## src/rtl/scene_pkg.sv

```systemverilog
// scene_pkg: tile codes, scene geometry and the tile address function
// shared by scene_generator and scene_reader.
package scene_pkg;

  typedef enum logic [1:0] {
    BACKGROUND = 2'd0,
    BLOCK      = 2'd1,
    CACTUS     = 2'd2,
    COIN       = 2'd3
  } tile_t;

  typedef enum logic [1:0] {
    Q_IDLE = 2'd0,
    Q_ADDR = 2'd1,
    Q_WAIT = 2'd2,
    Q_CAP  = 2'd3
  } q_state_t;

  localparam int SCENE_BLOCK_WIDTH  = 20;
  localparam int SCENE_BLOCK_HEIGHT = 15;
  localparam int TILE_SHIFT         = 5;

  // Row-major tile address, ty*20 + tx built from shifts; largest value is 299.
  function automatic logic [8:0] tile_addr(input logic [4:0] tx, input logic [3:0] ty);
    logic [8:0] ty_w;
    ty_w = {5'b0, ty};
    return (ty_w << 4) + (ty_w << 2) + {4'b0, tx};
  endfunction

endpackage

```

## src/rtl/scene_query_fsm.sv

```systemverilog
// scene_query_fsm: collision query state machine sharing the scene memory
// read port with the raster. It only owns the port during blanking, and an
// active-video start aborts any query in flight. Used when
// SCENE_READER_QUERY_EN is defined; otherwise the top ties its request off.
module scene_query_fsm #(
  parameter int SCENE_BLOCK_WIDTH  = scene_pkg::SCENE_BLOCK_WIDTH,
  parameter int SCENE_BLOCK_HEIGHT = scene_pkg::SCENE_BLOCK_HEIGHT,
  parameter int ADDR_W             = 9
) (
  input  logic              clk,
  input  logic              rst,
  input  logic              generate_done,
  input  logic              pix_active,
  input  logic              q_req,
  input  logic [4:0]        q_tx,
  input  logic [3:0]        q_ty,
  input  logic [1:0]        mem_data,
  output logic              q_grant,
  output logic [ADDR_W-1:0] q_addr,
  output logic              q_ack,
  output logic [1:0]        q_tile
);
  import scene_pkg::*;

  q_state_t state;
  logic     out_of_range;
  logic     serviceable;

  assign out_of_range = (32'(q_tx) >= SCENE_BLOCK_WIDTH) || (32'(q_ty) >= SCENE_BLOCK_HEIGHT);
  assign serviceable  = q_req && generate_done && !pix_active;
  assign q_grant      = !pix_active;

  // Query sequencing: latch address, wait out the memory latency, capture and ack.
  always_ff @(posedge clk or negedge rst) begin
    if (!rst) begin
      state  <= Q_IDLE;
      q_addr <= '0;
      q_ack  <= 1'b0;
      q_tile <= BACKGROUND;
    end else begin
      q_ack <= 1'b0;
      case (state)
        Q_IDLE: begin
          if (serviceable) begin
            if (out_of_range) begin
              q_tile <= BLOCK;
              q_ack  <= 1'b1;
            end else begin
              q_addr <= ADDR_W'(tile_addr(q_tx, q_ty));
              state  <= Q_ADDR;
            end
          end
        end
        Q_ADDR: state <= pix_active ? Q_IDLE : Q_WAIT;
        Q_WAIT: state <= pix_active ? Q_IDLE : Q_CAP;
        Q_CAP: begin
          if (!pix_active) begin
            q_tile <= mem_data;
            q_ack  <= 1'b1;
          end
          state <= Q_IDLE;
        end
        default: state <= Q_IDLE;
      endcase
    end
  end

endmodule

```

## src/rtl/scene_reader.sv

```systemverilog
// scene_reader: converts VGA raster coordinates into scene memory reads and
// delivers tile code plus in-tile offsets three cycles later. With
// SCENE_READER_QUERY_EN defined, a collision query port borrows the memory
// port during blanking; otherwise the raster always drives mem_addr.
module scene_reader #(
  parameter int SCENE_BLOCK_WIDTH  = scene_pkg::SCENE_BLOCK_WIDTH,
  parameter int SCENE_BLOCK_HEIGHT = scene_pkg::SCENE_BLOCK_HEIGHT,
  parameter int TILE_SHIFT         = scene_pkg::TILE_SHIFT,
  parameter int ADDR_W             = 9
) (
  input  logic              clk,
  input  logic              rst,
  input  logic              generate_done,
  input  logic [9:0]        pix_x,
  input  logic [9:0]        pix_y,
  input  logic              pix_active,
  output logic [ADDR_W-1:0] mem_addr,
  input  logic [1:0]        mem_data,
  output logic [1:0]        pix_tile,
  output logic [4:0]        pix_off_x,
  output logic [4:0]        pix_off_y,
  output logic              pix_valid,
  input  logic              q_req,
  input  logic [4:0]        q_tx,
  input  logic [3:0]        q_ty,
  output logic              q_ack,
  output logic [1:0]        q_tile
);
  import scene_pkg::*;

  logic [ADDR_W-1:0] raster_addr;
  logic [4:0]        off_x1, off_y1, off_x2, off_y2;
  logic              valid1, valid2;

  logic              fsm_req;
  logic [4:0]        fsm_tx;
  logic [3:0]        fsm_ty;
  logic              fsm_grant;
  logic [ADDR_W-1:0] fsm_addr;
  logic              fsm_ack;
  logic [1:0]        fsm_tile;
  logic              query_owns;
  logic              unused_bits;

  assign raster_addr = ADDR_W'(tile_addr(pix_x[TILE_SHIFT +: 5], pix_y[TILE_SHIFT +: 4]));

`ifdef SCENE_READER_QUERY_EN
  assign fsm_req     = q_req;
  assign fsm_tx      = q_tx;
  assign fsm_ty      = q_ty;
  assign query_owns  = fsm_grant;
  assign q_ack       = fsm_ack;
  assign q_tile      = fsm_tile;
  assign unused_bits = pix_y[9];
`else
  assign fsm_req     = 1'b0;
  assign fsm_tx      = '0;
  assign fsm_ty      = '0;
  assign query_owns  = 1'b0;
  assign q_ack       = 1'b0;
  assign q_tile      = BACKGROUND;
  assign unused_bits = ^{pix_y[9], q_req, q_tx, q_ty, fsm_grant, fsm_addr, fsm_ack, fsm_tile};
`endif

  scene_query_fsm #(
    .SCENE_BLOCK_WIDTH (SCENE_BLOCK_WIDTH),
    .SCENE_BLOCK_HEIGHT(SCENE_BLOCK_HEIGHT),
    .ADDR_W            (ADDR_W)
  ) u_query (
    .clk          (clk),
    .rst          (rst),
    .generate_done(generate_done),
    .pix_active   (pix_active),
    .q_req        (fsm_req),
    .q_tx         (fsm_tx),
    .q_ty         (fsm_ty),
    .mem_data     (mem_data),
    .q_grant      (fsm_grant),
    .q_addr       (fsm_addr),
    .q_ack        (fsm_ack),
    .q_tile       (fsm_tile)
  );

  // Address stage: raster owns the port in active video, query FSM in blanking.
  always_ff @(posedge clk or negedge rst) begin
    if (!rst) begin
      mem_addr <= '0;
    end else if (query_owns) begin
      mem_addr <= fsm_addr;
    end else begin
      mem_addr <= raster_addr;
    end
  end

  // Offsets and valid ride alongside the read through wait and output stages.
  always_ff @(posedge clk or negedge rst) begin
    if (!rst) begin
      off_x1    <= '0;
      off_y1    <= '0;
      valid1    <= 1'b0;
      off_x2    <= '0;
      off_y2    <= '0;
      valid2    <= 1'b0;
      pix_tile  <= BACKGROUND;
      pix_off_x <= '0;
      pix_off_y <= '0;
      pix_valid <= 1'b0;
    end else begin
      off_x1    <= pix_x[TILE_SHIFT-1:0];
      off_y1    <= pix_y[TILE_SHIFT-1:0];
      valid1    <= pix_active;
      off_x2    <= off_x1;
      off_y2    <= off_y1;
      valid2    <= valid1;
      pix_tile  <= generate_done ? mem_data : BACKGROUND;
      pix_off_x <= off_x2;
      pix_off_y <= off_y2;
      pix_valid <= valid2;
    end
  end

endmodule
```

## config.mk

```make
export PLATFORM = sky130hd
export DESIGN_NAME = scene_reader
export DESIGN_NICKNAME = d
export VERILOG_FILES = /design/src/rtl/scene_pkg.sv /design/src/rtl/scene_query_fsm.sv /design/src/rtl/scene_reader.sv
export SDC_FILE = /design/constraint.sdc
export NUM_CORES = 1
export LEC_CHECK = 0
export ABC_AREA = 1
export CORE_MARGIN = 2
export CORE_UTILIZATION = 25
export DETAILED_ROUTE_END_ITERATION = 10
export HOLD_SLACK_MARGIN = 0.12
export PLACE_DENSITY_LB_ADDON = 0.05
export SLEW_MARGIN = 0
export SYNTH_ARGS = -nofsm -noshare
export SYNTH_HDL_FRONTEND = slang
export SYNTH_SLANG_ARGS = --single-unit
export TNS_END_PERCENT = 100
```

## constraint.sdc

```tcl
create_clock -name clk -period 0.8 [get_ports clk]
set_clock_uncertainty 0.15 [all_clocks]
set_input_delay 0.24 -clock clk [delete_from_list [all_inputs] [get_ports clk]]
set_output_delay 0.24 -clock clk [all_outputs]
set_load 0.005 [all_outputs]
```

**Word-level counts from Yosys, hierarchy flattened**

Index checks and enable logic that the tools add are counted.
Widths: inputs -> output; s select.

- Equal/unequal tests: 0
- Mux-type cells: 1
- Bitwise logic cells: 0
- Add/subtract/negate cells: 2
- $mul: 0
- Divide/modulo/power cells: 0
- Order comparisons: 0
- Reduce and logical (&&, ||, !) cells: 0
- Shift operators: 0

Operators by type and width:

| cell | number |
|---|---|
| $add 8x6->9 | 1 |
| $add 9x5->9 | 1 |
| $mux 2 | 1 |

- RAM bits: 0
- Word-level logic and storage cells: 14
- Latch bits: 0
- Register bits after elaboration: 44
- Input bits: 36
- Memories kept: 0
- Bits in read-only memories: 0

**Depth between registers and ports, before layout**

Gate-level depths: netlist of the first run.

- Depth in word-level cells: 2
- Gate-level depth with buffers: 10

**Worst setup path before layout of the first run**

OpenSTA, ideal clock, no wires.

- Kind: input-to-reg
- Start point: in pix_x[9]
- End point: reg mem_addr[7]
- Stages on the path: 9
- Arrival: 1.503 ns
- Path buffers: 0
- Setup slack: -0.969 ns
- Required time: 0.534 ns
- Setup time: 0.116 ns
- Cells stage by stage: inv_1 fa_1 fa_1 inv_1 nand2_1 nand2_1 nand2_1 nand2_1 nand2_1

- Word-level cells in the longest chain between the ends: 1

RTL lines:

| element | line | text |
|---|---|---|
| start, declared | scene_reader.sv:14 | `input logic [9:0] pix_x,` |
| $add 9x5->9 | scene_pkg.sv:27 | `return (ty_w << 4) + (ty_w << 2) + {4'b0, tx};` |
| via raster_addr[7] | scene_reader.sv:31 | `logic [ADDR_W-1:0] raster_addr;` |
| end signal, assigned | scene_reader.sv:89 | `mem_addr <= fsm_addr;` |
| end signal, assigned | scene_reader.sv:91 | `mem_addr <= raster_addr;` |
| end, declared | scene_reader.sv:17 | `output logic [ADDR_W-1:0] mem_addr,` |

The timed path passes the listed nets, and every way through them passes these cells.

**Worst setup path in the final report of the first run**

- Start point: in pix_y[7]
- End point: reg mem_addr[7]

- Word-level cells in the longest chain between the ends: 2

RTL lines:

| element | line | text |
|---|---|---|
| start, declared | scene_reader.sv:15 | `input logic [9:0] pix_y,` |
| $add 8x6->9 | scene_pkg.sv:27 |  |
| $add 9x5->9 | scene_pkg.sv:27 |  |
| via raster_addr[7] | scene_reader.sv:31 |  |

The timed path passes the listed nets, and every way through them passes these cells.

==> results of run 1 <==
## state kept, by name, indices dropped and copies added, names as in the netlist
signal     count
off_x1         5
pix_tile       2
off_x2         5
pix_valid      1
valid2         1
pix_off_y      5
mem_addr       9
valid1         1
off_y2         5
off_y1         5
pix_off_x      5
## worst max path at each step
stage,from,to,slack (ns)
global route,pix_y[7],mem_addr[7],-0.77
floorplan,pix_y[7],mem_addr[6],-0.86
CTS,pix_y[7],mem_addr[7],-0.76
global placement,pix_y[7],mem_addr[7],-1.52
detailed placement,pix_y[7],mem_addr[6],-1.57
finish,pix_y[7],mem_addr[7],-0.72
## cell type report
| class | count | area (µm²) |
|---|---|---|
| Multi-Input combinational cell | 33 | 319 |
| Sequential cell | 44 | 1100 |
| Clock buffer | 5 | 68.8 |
| Inverter | 15 | 71.3 |
| Tap cell | 72 | 90.1 |
| Timing Repair Buffer | 56 | 429 |
| Clock inverter | 3 | 18.8 |
| Fill cell | 561 | 3370 |
## stage by stage
| stage | std cells | util | cell area, µm² | total power, mW | setup WS [ns] |
|---|---|---|---|---|---|
| floorplan | 95 | - | 1420 | 2.64 | -0.865 |
| global placement | 220 | 0.371 | 2030 | 3.09 | -1.52 |
| detailed placement | 220 | 0.371 | 2030 | 3.10 | -1.57 |
| CTS | 228 | 0.378 | 2070 | 4.41 | -0.758 |
| global route | 228 | 0.383 | 2100 | 4.64 | -0.773 |
| finish | 228 | 0.383 | 2100 | 4.33 | -0.719 |
## power groups by stage
| stage | registers, mW | clock network (mW) | logic, mW |
|---|---|---|---|
| floorplan | 2.47 | 0 | 0.167 |
| global placement | 2.46 | 0 | 0.633 |
| detailed placement | 2.46 | 0 | 0.640 |
| CTS | 2.41 | 1.40 | 0.603 |
| global route | 2.43 | 1.51 | 0.698 |
| finish | 2.41 | 1.30 | 0.622 |
## synthesized netlist by cell type, drive strengths merged
library cell / instances / area (µm²)
nand2: 14 / 52.6
fa: 2 / 40.0
nand4: 1 / 6.26
conb: 1 / 3.75
nor2: 1 / 3.75
nand3: 3 / 15.0
ha: 7 / 87.6
or2: 1 / 6.26
inv: 15 / 56.3
xnor2: 1 / 8.76
dfrtp: 44 / 1100
buf: 3 / 22.5
## layer usage
metal	GRT usage	wire [µm]	up-vias	share of wire
met5	0	0	-	0
met4	0.0569	39	0	0.017
met3	0.0432	206	2	0.088
met2	0.136	1160	36	0.50
met1	0.0945	933	386	0.40
li1	-	-	392	-
## critical path, stage by stage
cell and delay, ns:
buf_8 0.09, clkinv_8 0.04, fa_2 0.47, fa_2 0.41
inv_2 0.05, nand2_1 0.04, nand2_1 0.07, nand2_1 0.05
nand2_1 0.05, nand2_1 0.04
## repair_timing
item | in CTS | in global routing
endpoints found under the setup margin | 29 | 27
buffers inserted | 0 | 0
hold endpoints to repair | 45 | 45
gates resized for setup | 122 | 9
pin swaps | 9 | 5
## cells by family after synthesis
logic type / after synthesis / synth area share
DFF: 44 / 0.784
xor gates and xnor gates: 1 / 0.00624
adders and majority gates: 9 / 0.0909
other: 1 / 0.00267
and+or+nand+nor: 20 / 0.0597
buffers and inverters: 18 / 0.0561
## placed cells by master (no fill, tap or decap), drive strengths merged
cell	netlist	routed
conb	1	3
nor2	1	1
dlygate4sd2	0	1
clkdlybuf4s50	0	16
nand3	3	3
inv	15	14
ha	7	7
clkinv	0	4
or2	1	1
clkdlybuf4s15	0	1
nand2	14	14
nand4	1	1
fa	2	2
xnor2	1	1
dfrtp	44	44
clkbuf	0	5
buf	3	38
==> out/results.tsv, run 1 <==
metric	value	unit
switching portion of total power	0.232	
sw power	1.01	mW
CTS tree	built	
TritonCTS sink count	44	
FP Rows	27	
CTS buffer count	5	
Hold Path Class	input port to async pin	
Die Ht	78.9	µm
via-per-instance ratio	3.58	
crit share post-route	1.90	
failing checks	hold timing, setup timing	
number of global-route vias before repair	872	
Int Power	3.33	mW
initial DRC count	33	
Tmin final	1.52	ns
# port buffers	46	
NumNets Final	200	
global-route wire length before repair	4000	µm
Mean Syn Cell Area	15.1	µm²
FMAX	658	MHz
Critical Path RT	0.83	ns
critical path class	input port to flip-flop	
fin. max-slew vios	0	
Final Hold Viols	44	
Distinct cells, synth	12	
Area Growth Syn to Fin	49.5	%
overall routing resource usage	0.0874	
hold_ws	-0.242	ns
final worst slack	-0.719	ns
Inserted Diodes	0	
Root Driver	clkbuf_8	
CP Capture Type	flip-flop	
Critical R2R Launch	off_y1[2]	
Syn Inst Count	93	
core area	5470	µm²
Power Density	2070	nW/µm²
Arrival @ worst endpoint	1.55	ns
Post-DRT Antenna Nets	0	
routed len/inst	10.3	µm
FF-to-FF path depth	0	
Clk Latency, worst-skew pair	0.28	ns
Via Count	816	
combinational power share	0.144	
cell area after synthesis	1400	µm²
# IOs	61	
Final setup viols	28	
r2r endpoint	off_y2[2]	
die width	78.9	µm
gr ovfl total	0	
setup_tns	-11.17	ns
Placer Congestion	0.635	
largest net degree at the start of global routing	29	
clock tree buffer depth	2	
type of origin of the critical path	input port	
unrepaired setup endpoints after global routing	yes	
ratio of cells with drive above 1 in the final layout	0.404	
detailed-route DRC error count	0	
H-tree levels	2	
initial antenna violation count	0	
Die ar.	6230	µm²
TritonRoute pass-1 iters	4	
Clock Power Share	0.301	
MaxCap Viol Count	0	
Synth Warn #	0	
reg2reg setup slack	0.17	ns
sequential power share	0.555	
Max VDD drop	0.659	mV
Synth Register Bits	44	
Initial Util	0.257	
sequential area share after synthesis	0.784	
DPL Wire Length	1670	µm
drt total wl	2340	µm
Lkg Pwr	1.03	nW
Clock transition at path regs	0.08	ns
result of the run	finished with violations	
critical path fanouts, max	2	
(Power assumes the default switching activity.)
==> inputs of run 2 (changes only) <==
--- a/config.mk
+++ b/config.mk
@@ -8,8 +8,10 @@
 export ABC_AREA = 1
 export CORE_MARGIN = 2
 export CORE_UTILIZATION = 25
+export CTS_CLUSTER_SIZE = 14
 export DETAILED_ROUTE_END_ITERATION = 10
 export HOLD_SLACK_MARGIN = 0.12
+export MAX_ROUTING_LAYER = met4
 export PLACE_DENSITY_LB_ADDON = 0.05
 export SLEW_MARGIN = 0
 export SYNTH_ARGS = -nofsm -noshare
==> out/results.tsv, run 2 (synthesized netlist as in run 1, its figures left out) <==
metric	value	unit	change
ratio of cells with drive above 1 in the final layout	0.404		unchanged
Power Density	2070	nW/µm²	about the same
core area	5470	µm²	unchanged
NumNets Final	200		unchanged
unrepaired setup endpoints after global routing	yes		unchanged
reg2reg setup slack	0.17	ns	about the same
Critical R2R Launch	off_y1[2]		unchanged
initial DRC count	33		unchanged
final worst slack	-0.719	ns	about the same
DPL Wire Length	1670	µm	unchanged
Die ar.	6230	µm²	unchanged
FF-to-FF path depth	0		unchanged
FMAX	658	MHz	about the same
crit path from	pix_y[7]		unchanged
CP peak stage delay	0.47	ns	about the same
gr ovfl total	0		unchanged
failing checks	hold timing, setup timing		unchanged
Initial Util	0.257		unchanged
Final Hold Viols	44		unchanged
Clk Latency, worst-skew pair	0.28	ns	about the same
TritonCTS sink count	44		unchanged
Via Count	817		was 816
critical path fanouts, max	2		unchanged
# IOs	61		unchanged
Reg with most FFs	mem_addr		unchanged
MaxCap Viol Count	0		unchanged
Root Driver	clkbuf_8		unchanged
Largest register FFs	9		unchanged
TritonRoute pass-1 iters	4		unchanged
Critical Path RT	0.83	ns	about the same
Placer Congestion	0.640		was 0.635
Inserted Diodes	0		unchanged
Fillers	561		unchanged
number of global-route vias before repair	869		was 872
fin. max-slew vios	0		unchanged
routed len/inst	10.3	µm	unchanged
result of the run	finished with violations		unchanged
Multi-input gate area	319	µm²	unchanged
Lkg Pwr	1.03	nW	unchanged
Post-DRT Antenna Nets	0		unchanged
Clock transition at path regs	0.08	ns	about the same
Power, Total	4.33	mW	about the same
Final setup viols	28		unchanged
Arrival @ worst endpoint	1.55	ns	about the same
Placed Instances	220		unchanged
Critical path destination	mem_addr[7]		unchanged
drt total wl	2340	µm	unchanged
r2r endpoint	off_y2[2]		unchanged
CP Capture Type	flip-flop		unchanged
Die Ht	78.9	µm	unchanged
Area Growth Syn to Fin	49.5	%	unchanged
overall routing resource usage	0.0899		was 0.0874
FP Rows	27		unchanged
CP most frequent cell	nand2_1		unchanged
global-route wire length before repair	4000	µm	unchanged
largest net degree at the start of global routing	29		unchanged
CTS tree	built		unchanged
Hold Path Class	input port to async pin		unchanged
critical path class	input port to flip-flop		unchanged
setup_tns	-11.18	ns	was -11.17 ns
Layout Cells excl Fill	228		unchanged
die width	78.9	µm	unchanged
sequential cell area	1100	µm²	unchanged
detailed-route DRC error count	0		unchanged
clock tree buffer depth	2		unchanged
CP max stage cell	fa_2		unchanged
CTS buffer count	5		unchanged
hold_ws	-0.242	ns	about the same
H-tree levels	2		unchanged
Tmin final	1.52	ns	about the same
most common cell after layout, fill and taps aside	dfrtp_1		unchanged
initial antenna violation count	0		unchanged
# port buffers	46		unchanged
most frequent cells in the layout	dfrtp_1 (44), buf_2 (25), clkdlybuf4s50_1 (16), nand2_1 (14)		unchanged
Max VDD drop	0.659	mV	about the same
type of origin of the critical path	input port		unchanged
cells along the critical path	buf_8 > clkinv_8 > fa_2 > fa_2 > inv_2 > nand2_1 > nand2_1 > nand2_1 > nand2_1 > nand2_1		unchanged
Layout Utilization	0.383		unchanged
via-per-instance ratio	3.58		about the same
crit share post-route	1.90		about the same
==> run 2: metrics by stage <==
step / instance area [µm²] / worst slack [ns]
after floorplan: 1420 / -0.865
after global placement: 2030 / -1.52
after detailed placement: 2030 / -1.57
after CTS: 2070 / -0.758
after global routing: 2100 / -0.773
final: 2100 / -0.719
==> run 2: routing by layer <==
metal | vias up | routed length, µm | track usage
li1 | 392 | - | -
met1 | 385 | 933 | 0.0945
met2 | 38 | 1170 | 0.136
met3 | 2 | 207 | 0.0432
met4 | 0 | 27 | 0.0569
met5 | - | 0 | -
==> run 2: final cells by class <==
cell class / count / share of cell area
inverters: 15 / 0.0340
clock inverters: 3 / 0.00894
repair buffers: 56 / 0.205
well taps: 72 / 0.0429
multi-input cells: 33 / 0.152
clock buffers: 5 / 0.0328
flip-flops and latches: 44 / 0.525
==> run 2: worst min path at each step <==
stage | startpoint | end | slack (ns)
2_1_floorplan | rst | mem_addr[0] | -0.21
3_3_place_gp | rst | off_x2[1] | 0.07
3_5_place_dp | rst | mem_addr[1] | 0.08
4_1_cts | rst | pix_off_y[1] | -0.24
5_1_grt | rst | pix_off_y[1] | -0.25
6_report | rst | mem_addr[1] | -0.24
==> run 2: critical path, delay by kind of cell <==
kind                     cells  cell delay [ns]
adder cells (fa/ha/maj)      2             0.88
buffers and inverters        3             0.18
AND/OR/NAND/NOR              5             0.25
==> run 2: timing repair <==
action / in CTS / in global routing
hold endpoints to repair: 45 / 45
pin swaps: 9 / 5
endpoints found under the setup margin: 29 / 27
gates resized for setup: 122 / 9
buffers inserted: 0 / 0
==> run 2: power by group <==
part | total, mW | switching [mW] | internal, mW
sequential | 2.41 | 0.0336 | 2.37
combinational | 0.622 | 0.275 | 0.347
clock | 1.30 | 0.697 | 0.608
total | 4.33 | 1.01 | 3.33
